--- src/rtl/jogo_pkg.sv ---
// Shared definitions for the parametrised game controller: state encoding
// (values double as db_estado debug codes) and width/score helper functions.
package jogo_pkg;

  typedef enum logic [4:0] {
    INICIAL       = 5'h00,
    PREPARA       = 5'h01,
    PAUSA_RODADA  = 5'h02,
    ESPERA_JOGADA = 5'h03,
    COMPARA       = 5'h05,
    TOCA_NOTA     = 5'h07,
    PAUSA_NOTA    = 5'h08,
    FIM_GANHOU    = 5'h0A,
    FIM_RODADA    = 5'h0B,
    ERROU         = 5'h0E,
    FIM_PERDEU    = 5'h0F,
    ESPERA_SOLTAR = 5'h12,
    TREINO        = 5'h16
  } estado_t;

  localparam int DB_W = 5;

  // ROM address / round index width; never narrower than one bit
  function automatic int largura_endereco(input int max_rodadas);
    return (max_rodadas > 1) ? $clog2(max_rodadas) : 1;
  endfunction

  // Error counter width, able to hold 0..max_erros
  function automatic int largura_erros(input int max_erros);
    return (max_erros > 0) ? $clog2(max_erros + 1) : 1;
  endfunction

  // Counter width able to hold 0..limite
  function automatic int largura_contador(input int limite);
    return (limite > 0) ? $clog2(limite + 1) : 1;
  endfunction

  // Score subtraction that stops at zero instead of wrapping
  function automatic int subtrai_saturado(input int a, input int b);
    return (a > b) ? (a - b) : 0;
  endfunction

endpackage

--- src/rtl/temporizador_param.sv ---
// Cycle timer: counts while conta=1, clears on zera; fim flags the last
// counted cycle (count == limite-1) so the caller can leave its state.
module temporizador_param #(
  parameter int LIMITE_W = 8
) (
  input  logic                clock,
  input  logic                reset,
  input  logic                zera,
  input  logic                conta,
  input  logic [LIMITE_W-1:0] limite,
  output logic                fim
);

  logic [LIMITE_W-1:0] contagem;

  // Count register with synchronous clear taking priority over counting
  always_ff @(posedge clock or negedge reset) begin
    if (!reset) begin
      contagem <= '0;
    end else if (zera) begin
      contagem <= '0;
    end else if (conta) begin
      contagem <= contagem + 1'b1;
    end
  end

  assign fim = conta && (contagem == (limite - 1'b1));

endmodule

--- src/rtl/jogo_controlador_param.sv ---
// Game controller: plays a growing one-hot note sequence from ROM, checks the
// player's presses, tracks lives and score. Optional build macro
// JOGO_ACELERA_EN shortens the playback note as rounds advance.
module jogo_controlador_param
  import jogo_pkg::*;
#(
  parameter int N_BOTOES    = 4,
  parameter int MAX_RODADAS = 16,
  parameter int MAX_ERROS   = 3,
  parameter int T_NOTA      = 50_000_000,
  parameter int T_PAUSA     = 12_500_000,
  parameter int T_JOGADA    = 250_000_000,
  parameter int PONTOS_W    = 8,
  parameter int PONTOS_INI  = 100,
  parameter int PENALIDADE  = 10,
  localparam int ADDR_W     = largura_endereco(MAX_RODADAS),
  localparam int ERROS_W    = largura_erros(MAX_ERROS)
) (
  input  logic                clock,
  input  logic                reset,
  input  logic                jogar,
  input  logic                treinamento,
  input  logic [N_BOTOES-1:0] botoes,
  input  logic [N_BOTOES-1:0] mem_dado,
  output logic [ADDR_W-1:0]   mem_endereco,
  output logic [N_BOTOES-1:0] nota_out,
  output logic                tocando,
  output logic [ADDR_W-1:0]   rodada,
  output logic [ERROS_W-1:0]  erros,
  output logic [PONTOS_W-1:0] pontos,
  output logic                pronto,
  output logic                acertou,
  output logic                perdeu,
  output logic [DB_W-1:0]     db_estado
);

  localparam int T_MAX_NOTA = (T_NOTA > T_PAUSA) ? T_NOTA : T_PAUSA;
  localparam int NOTA_W     = largura_contador(T_MAX_NOTA);
  localparam int JOGADA_W   = largura_contador(T_JOGADA);

  estado_t estado, estado_prox;

  logic [N_BOTOES-1:0] botoes_ant;
  logic [N_BOTOES-1:0] jogada;
  logic                evento;
  logic                ultimo;
  logic                ultima_rodada;
  logic                acerto;

  logic                conta_nota, zera_nota, fim_nota;
  logic [NOTA_W-1:0]   limite_nota, t_nota_atual;
  logic                conta_jog, zera_jog, fim_jog;

  assign evento        = (|botoes) && !(|botoes_ant);
  assign ultimo        = (mem_endereco == rodada);
  assign ultima_rodada = (rodada == ADDR_W'(MAX_RODADAS - 1));
  assign acerto        = (jogada == mem_dado);

`ifdef JOGO_ACELERA_EN
  localparam int PASSO = T_NOTA / MAX_RODADAS;
  localparam int T_MIN = T_NOTA / 4;

  logic [NOTA_W-1:0] t_nota_reg;

  function automatic int duracao_nota(input int r);
    int t;
    t = T_NOTA - r * PASSO;
    return (t < T_MIN) ? T_MIN : t;
  endfunction

  // Note length for the upcoming round, refreshed when the round changes
  always_ff @(posedge clock or negedge reset) begin
    if (!reset) begin
      t_nota_reg <= NOTA_W'(T_NOTA);
    end else if (estado == PREPARA) begin
      t_nota_reg <= NOTA_W'(T_NOTA);
    end else if (estado == FIM_RODADA && !ultima_rodada) begin
      t_nota_reg <= NOTA_W'(duracao_nota(int'(rodada) + 1));
    end
  end

  assign t_nota_atual = t_nota_reg;
`else
  assign t_nota_atual = NOTA_W'(T_NOTA);
`endif

  // One timer serves note, note pause and round pause; it restarts whenever
  // it expires or the FSM is outside those states.
  assign conta_nota  = (estado == TOCA_NOTA) || (estado == PAUSA_NOTA) ||
                       (estado == PAUSA_RODADA);
  assign zera_nota   = !conta_nota || fim_nota;
  assign limite_nota = (estado == TOCA_NOTA) ? t_nota_atual : NOTA_W'(T_PAUSA);

  assign conta_jog = (estado == ESPERA_JOGADA);
  assign zera_jog  = !conta_jog;

  temporizador_param #(.LIMITE_W(NOTA_W)) u_tempo_nota (
    .clock  (clock),
    .reset  (reset),
    .zera   (zera_nota),
    .conta  (conta_nota),
    .limite (limite_nota),
    .fim    (fim_nota)
  );

  temporizador_param #(.LIMITE_W(JOGADA_W)) u_tempo_jogada (
    .clock  (clock),
    .reset  (reset),
    .zera   (zera_jog),
    .conta  (conta_jog),
    .limite (JOGADA_W'(T_JOGADA)),
    .fim    (fim_jog)
  );

  // State register
  always_ff @(posedge clock or negedge reset) begin
    if (!reset) begin
      estado <= INICIAL;
    end else begin
      estado <= estado_prox;
    end
  end

  // Next-state logic and state-decoded outputs
  always_comb begin
    estado_prox = estado;
    nota_out    = '0;
    tocando     = 1'b0;
    case (estado)
      INICIAL:       if (jogar) estado_prox = PREPARA;
      PREPARA:       estado_prox = treinamento ? TREINO : TOCA_NOTA;
      TOCA_NOTA: begin
        nota_out = mem_dado;
        tocando  = 1'b1;
        if (fim_nota) estado_prox = PAUSA_NOTA;
      end
      PAUSA_NOTA:    if (fim_nota) estado_prox = ultimo ? ESPERA_JOGADA : TOCA_NOTA;
      ESPERA_JOGADA: begin
        if (evento)       estado_prox = ESPERA_SOLTAR;
        else if (fim_jog) estado_prox = ERROU;
      end
      ESPERA_SOLTAR: begin
        nota_out = jogada;
        if (botoes == '0) estado_prox = COMPARA;
      end
      COMPARA: begin
        if (!acerto)     estado_prox = ERROU;
        else if (ultimo) estado_prox = FIM_RODADA;
        else             estado_prox = ESPERA_JOGADA;
      end
      ERROU:         estado_prox = (erros == ERROS_W'(MAX_ERROS - 1)) ? FIM_PERDEU : PAUSA_RODADA;
      FIM_RODADA:    estado_prox = ultima_rodada ? FIM_GANHOU : PAUSA_RODADA;
      PAUSA_RODADA:  if (fim_nota) estado_prox = TOCA_NOTA;
      FIM_GANHOU:    if (jogar) estado_prox = PREPARA;
      FIM_PERDEU:    if (jogar) estado_prox = PREPARA;
      TREINO: begin
        nota_out = botoes;
        tocando  = |botoes;
        if (!treinamento) estado_prox = INICIAL;
      end
      default:       estado_prox = INICIAL;
    endcase
  end

  // Round, address, error, score and captured-move registers
  always_ff @(posedge clock or negedge reset) begin
    if (!reset) begin
      botoes_ant   <= '0;
      jogada       <= '0;
      rodada       <= '0;
      mem_endereco <= '0;
      erros        <= '0;
      pontos       <= '0;
    end else begin
      botoes_ant <= botoes;
      case (estado)
        PREPARA: begin
          rodada       <= '0;
          mem_endereco <= '0;
          erros        <= '0;
          pontos       <= PONTOS_W'(PONTOS_INI);
        end
        PAUSA_NOTA: begin
          if (fim_nota) begin
            if (ultimo) mem_endereco <= '0;
            else        mem_endereco <= mem_endereco + 1'b1;
          end
        end
        ESPERA_JOGADA: if (evento) jogada <= botoes;
        COMPARA:       if (acerto && !ultimo) mem_endereco <= mem_endereco + 1'b1;
        ERROU: begin
          erros        <= erros + 1'b1;
          pontos       <= PONTOS_W'(subtrai_saturado(int'(pontos), PENALIDADE));
          mem_endereco <= '0;
        end
        FIM_RODADA: begin
          if (!ultima_rodada) rodada <= rodada + 1'b1;
          mem_endereco <= '0;
        end
        default: ;
      endcase
    end
  end

  assign pronto    = (estado == FIM_GANHOU) || (estado == FIM_PERDEU);
  assign acertou   = (estado == FIM_GANHOU);
  assign perdeu    = (estado == FIM_PERDEU);
  assign db_estado = estado;

endmodule
--- config.mk ---
export PLATFORM = sky130hd
export DESIGN_NAME = jogo_controlador_param
export DESIGN_NICKNAME = d
export VERILOG_FILES = /design/src/rtl/jogo_pkg.sv /design/src/rtl/temporizador_param.sv /design/src/rtl/jogo_controlador_param.sv
export SDC_FILE = /design/constraint.sdc
export NUM_CORES = 1
export LEC_CHECK = 0
export ABC_AREA = 1
export BUFFER_PORTS_ARGS = -buffer_cell sky130_fd_sc_hd__buf_2
export CAP_MARGIN = 20
export CORE_UTILIZATION = 45
export DETAILED_ROUTE_END_ITERATION = 8
export GPL_ROUTABILITY_DRIVEN = 0
export MAX_ROUTING_LAYER = met4
export SLEW_MARGIN = 15
export SYNTH_ARGS = -nofsm -noshare
export SYNTH_HDL_FRONTEND = slang
export SYNTH_SLANG_ARGS = --single-unit
--- constraint.sdc ---
create_clock -name clock -period 1.9 [get_ports clock]
set_clock_uncertainty 0.1 [all_clocks]
set_input_delay 0.38 -clock clock [delete_from_list [all_inputs] [get_ports clock]]
set_output_delay 0.38 -clock clock [all_outputs]
set_load 0.03 [all_outputs]
==> results.cfg <==
[clocking]
clkTransAtPathRegs_ns = 0.06
numCtsBuffers = 9
cts_root_buf = clkbuf_16
cts_tree = built
htreeDepth = 3
clock_sinks = 84
clk_latency_ns = 0.35
clk_path_buf_depth = 2

[power_and_ir_drop]
p_int_w = 0.004198
switching_share_pct = 39.55
combPwrFrac_pct = 40.6
clockPowerShare_pct = 27.4
seq_power_share_pct = 32.1
max-vdd-ir-drop_mv = 0.8267
p_sw_w = 0.002746
power.leakage_nw = 2.948
powerDensity_nw_per_um2 = 1097

[worst_setup_path]
cp.required_ns = 1.42
end_kind = primary output
arrival_ns = 1.56
crit_path_start_kind = flip-flop
cp_max_fo = 5
path_class = flip-flop to primary output

[final_layout]
mostFrequentLayoutCell = nand2_1
most-common-layout-cells = 178 x nand2_1, 95 x nor2_1, 91 x inv_1
area_growth_pct = 24.57
fin_nets = 815
final_layout_size_suffix_gt1_share_pct = 20.70
final_util_pct = 57.89
antenna_cells = 0

[drt]
drt_iter0_markers = 235
drt-wirelength-per-cell_microns = 14.31
routed_wl_microns = 13480
postRouteAntennaNets = 0
via_count = 4903
drc = 0
dr.pass1.iters = 5
vias_per_cell = 5.205

[sta]
max_freq_mhz = 490.5
setup_tns_ns = -0.6643
slew_viol_final = 0
min_period_over_period_pct = 107.3
layout_setup_ws_ns = -0.1386
hold_viol_final = 0
rsz0062_at_grt = true
period_needed_ns = 2.039
setup_viol = 8

[global_route]
antenna_found_initial = 0
grt_max_degree = 34
grt_usage_pct = 25.04
grt_overflow = 0
grt_pass1_vias = 4753
grt_pass1_wl_microns = 21990

[floorplan]
num_rows = 38
die_w_microns = 108.3
core_sq_um = 10940
start_util_pct = 46.48
dieHeight_microns = 108.3
dieArea_sq_um = 11720
io-pin-count = 43

[synthesis]
syn_inst = 712
yosysUniqueCellTypes = 40
synth_edf_count = 0
yosysSeqAreaShare_pct = 41.36
avgSynthCellArea_sq_um = 7.138
synthFlopType = dfrtp_1
async_reset_ff_share_pct = 100.0
syn_nets = 730
synth_area_sq_um = 5082
yosys_warnings = 0
synth-seq-cells = 84

[place]
pre_cts_slack_ns = 0.05329
dp_hpwl_microns = 9400
numPortBuffers = 41

[run_status]
violations = negative setup slack
outcome = finished with violations

[run]
cap_violations = 0

[worst_hold_path]
hold_path_class = input pin to flip-flop
critical path, stage by stage (launching register included):
cell and delay, ns:
dfrtp_1 0.43, inv_2 0.10, nand2_2 0.07, inv_2 0.11, nand3_4 0.14, o221ai_2 0.19
buf_6 0.17
synth_stat cells, drive strengths merged (3+ instances only):
| library cell | instances | area share, % |
|---|---|---|
| nor3 | 38 | 4.0 |
| o221ai | 4 | 0.69 |
| nand2 | 192 | 14 |
| nand4 | 15 | 1.8 |
| o21ai | 29 | 2.9 |
| ha | 6 | 1.5 |
| xor2 | 27 | 4.7 |
| dfrtp | 84 | 41 |
| nor3b | 5 | 1.0 |
| buf | 6 | 0.74 |
| nand3 | 49 | 5.0 |
| a21oi | 18 | 2.0 |
| nand3b | 3 | 0.44 |
| inv | 99 | 7.3 |
| xnor2 | 5 | 0.86 |
| o22ai | 3 | 0.37 |
| nor2 | 113 | 8.9 |
routing by layer:
| layer | vias to the layer above | track usage (%) | routed length (microns) |
|---|---|---|---|
| li1 | 2434 | - | - |
| met1 | 2293 | 32.17 | 6300 |
| met2 | 142 | 38.72 | 6207 |
| met3 | 34 | 3.556 | 544 |
| met4 | 0 | 12.55 | 429 |
| met5 | - | - | 0 |
flip-flops by register name (all words and copies together) (netlist names):
signal	count
botoes_ant	4
db_estado	5
erros	2
jogada	4
mem_endereco	4
pontos	7
rodada	4
u_tempo_jogada.contagem	28
u_tempo_nota.contagem	26
what timing repair did:
| item | in CTS | in global routing |
|---|---|---|
| hold buffers | 1 | 0 |
| hold endpoints to repair | 30 | 0 |
| endpoints found under the setup margin | 8 | 48 |
| pin swaps | 3 | 12 |
| gates cloned | 0 | 2 |
| gates resized for setup | 24 | 46 |
| buffers inserted | 7 | 10 |
worst paths after layout:
kind | cells after the start | endpoint | startpoint | slack (ns)
max | 6 | nota_out[1] | db_estado[0]$_DFFE_PN0P_ | -0.14
min | 1 | botoes_ant[0]$_DFF_PN0_ | botoes[0] | 0.07
max reg2reg | 10 | u_tempo_nota.contagem[10]$_DFFE_PN0P_ | db_estado[0]$_DFFE_PN0P_ | 0.01
min reg2reg | 2 | erros[1]$_DFFE_PN0P_ | erros[1]$_DFFE_PN0P_ | 0.42
max in group asynchronous | 3 | u_tempo_nota.contagem[20]$_DFFE_PN0P_ | reset | 0.66
min in group asynchronous | 2 | u_tempo_jogada.contagem[12]$_DFF_PN0_ | reset | 0.44
through the flow:
stage	hold slack (ns)	total power [W]	std cells	cell area [sq um]
floorplan	-0.01559	0.003770	712	5082
global placement	0.2679	0.004414	906	5599
detailed placement	0.2704	0.004448	906	5599
CTS	0.07120	0.006532	930	6062
global route	0.08160	0.007342	942	6331
finish	0.07473	0.006945	942	6331
power by group through the flow:
stage	Combinational [W]	Clock, W	Sequential (W)
floorplan	0.00130	0	0.00247
global placement	0.00219	0	0.00222
detailed placement	0.00222	0	0.00222
CTS	0.00239	0.00194	0.00221
global route	0.00308	0.00201	0.00225
finish	0.00282	0.00190	0.00223
cell families (layout without fill, tap and decap cells):
group	count (synthesis)	count (layout)	share of synthesized area, %
AOI/OAI and AO/OA	61	61	6.918
xor gates and xnor gates	32	32	5.515
adders and majority gates	6	6	1.477
buffers and inverters	106	196	8.124
DFF	84	84	41.36
other	1	1	0.07378
and+or+nand+nor	422	422	36.53
area by class of cell:
cell class | instances | area [sq um]
repair buffers | 81 | 594.3
inverters | 99 | 374.1
well taps | 140 | 175.2
multi-input cells | 522 | 2763
clock buffers | 11 | 242.7
flip-flops and latches | 84 | 2107
fillers | 1036 | 4604
clock inverters | 5 | 75.07
Power figures use the tool's default switching activity.
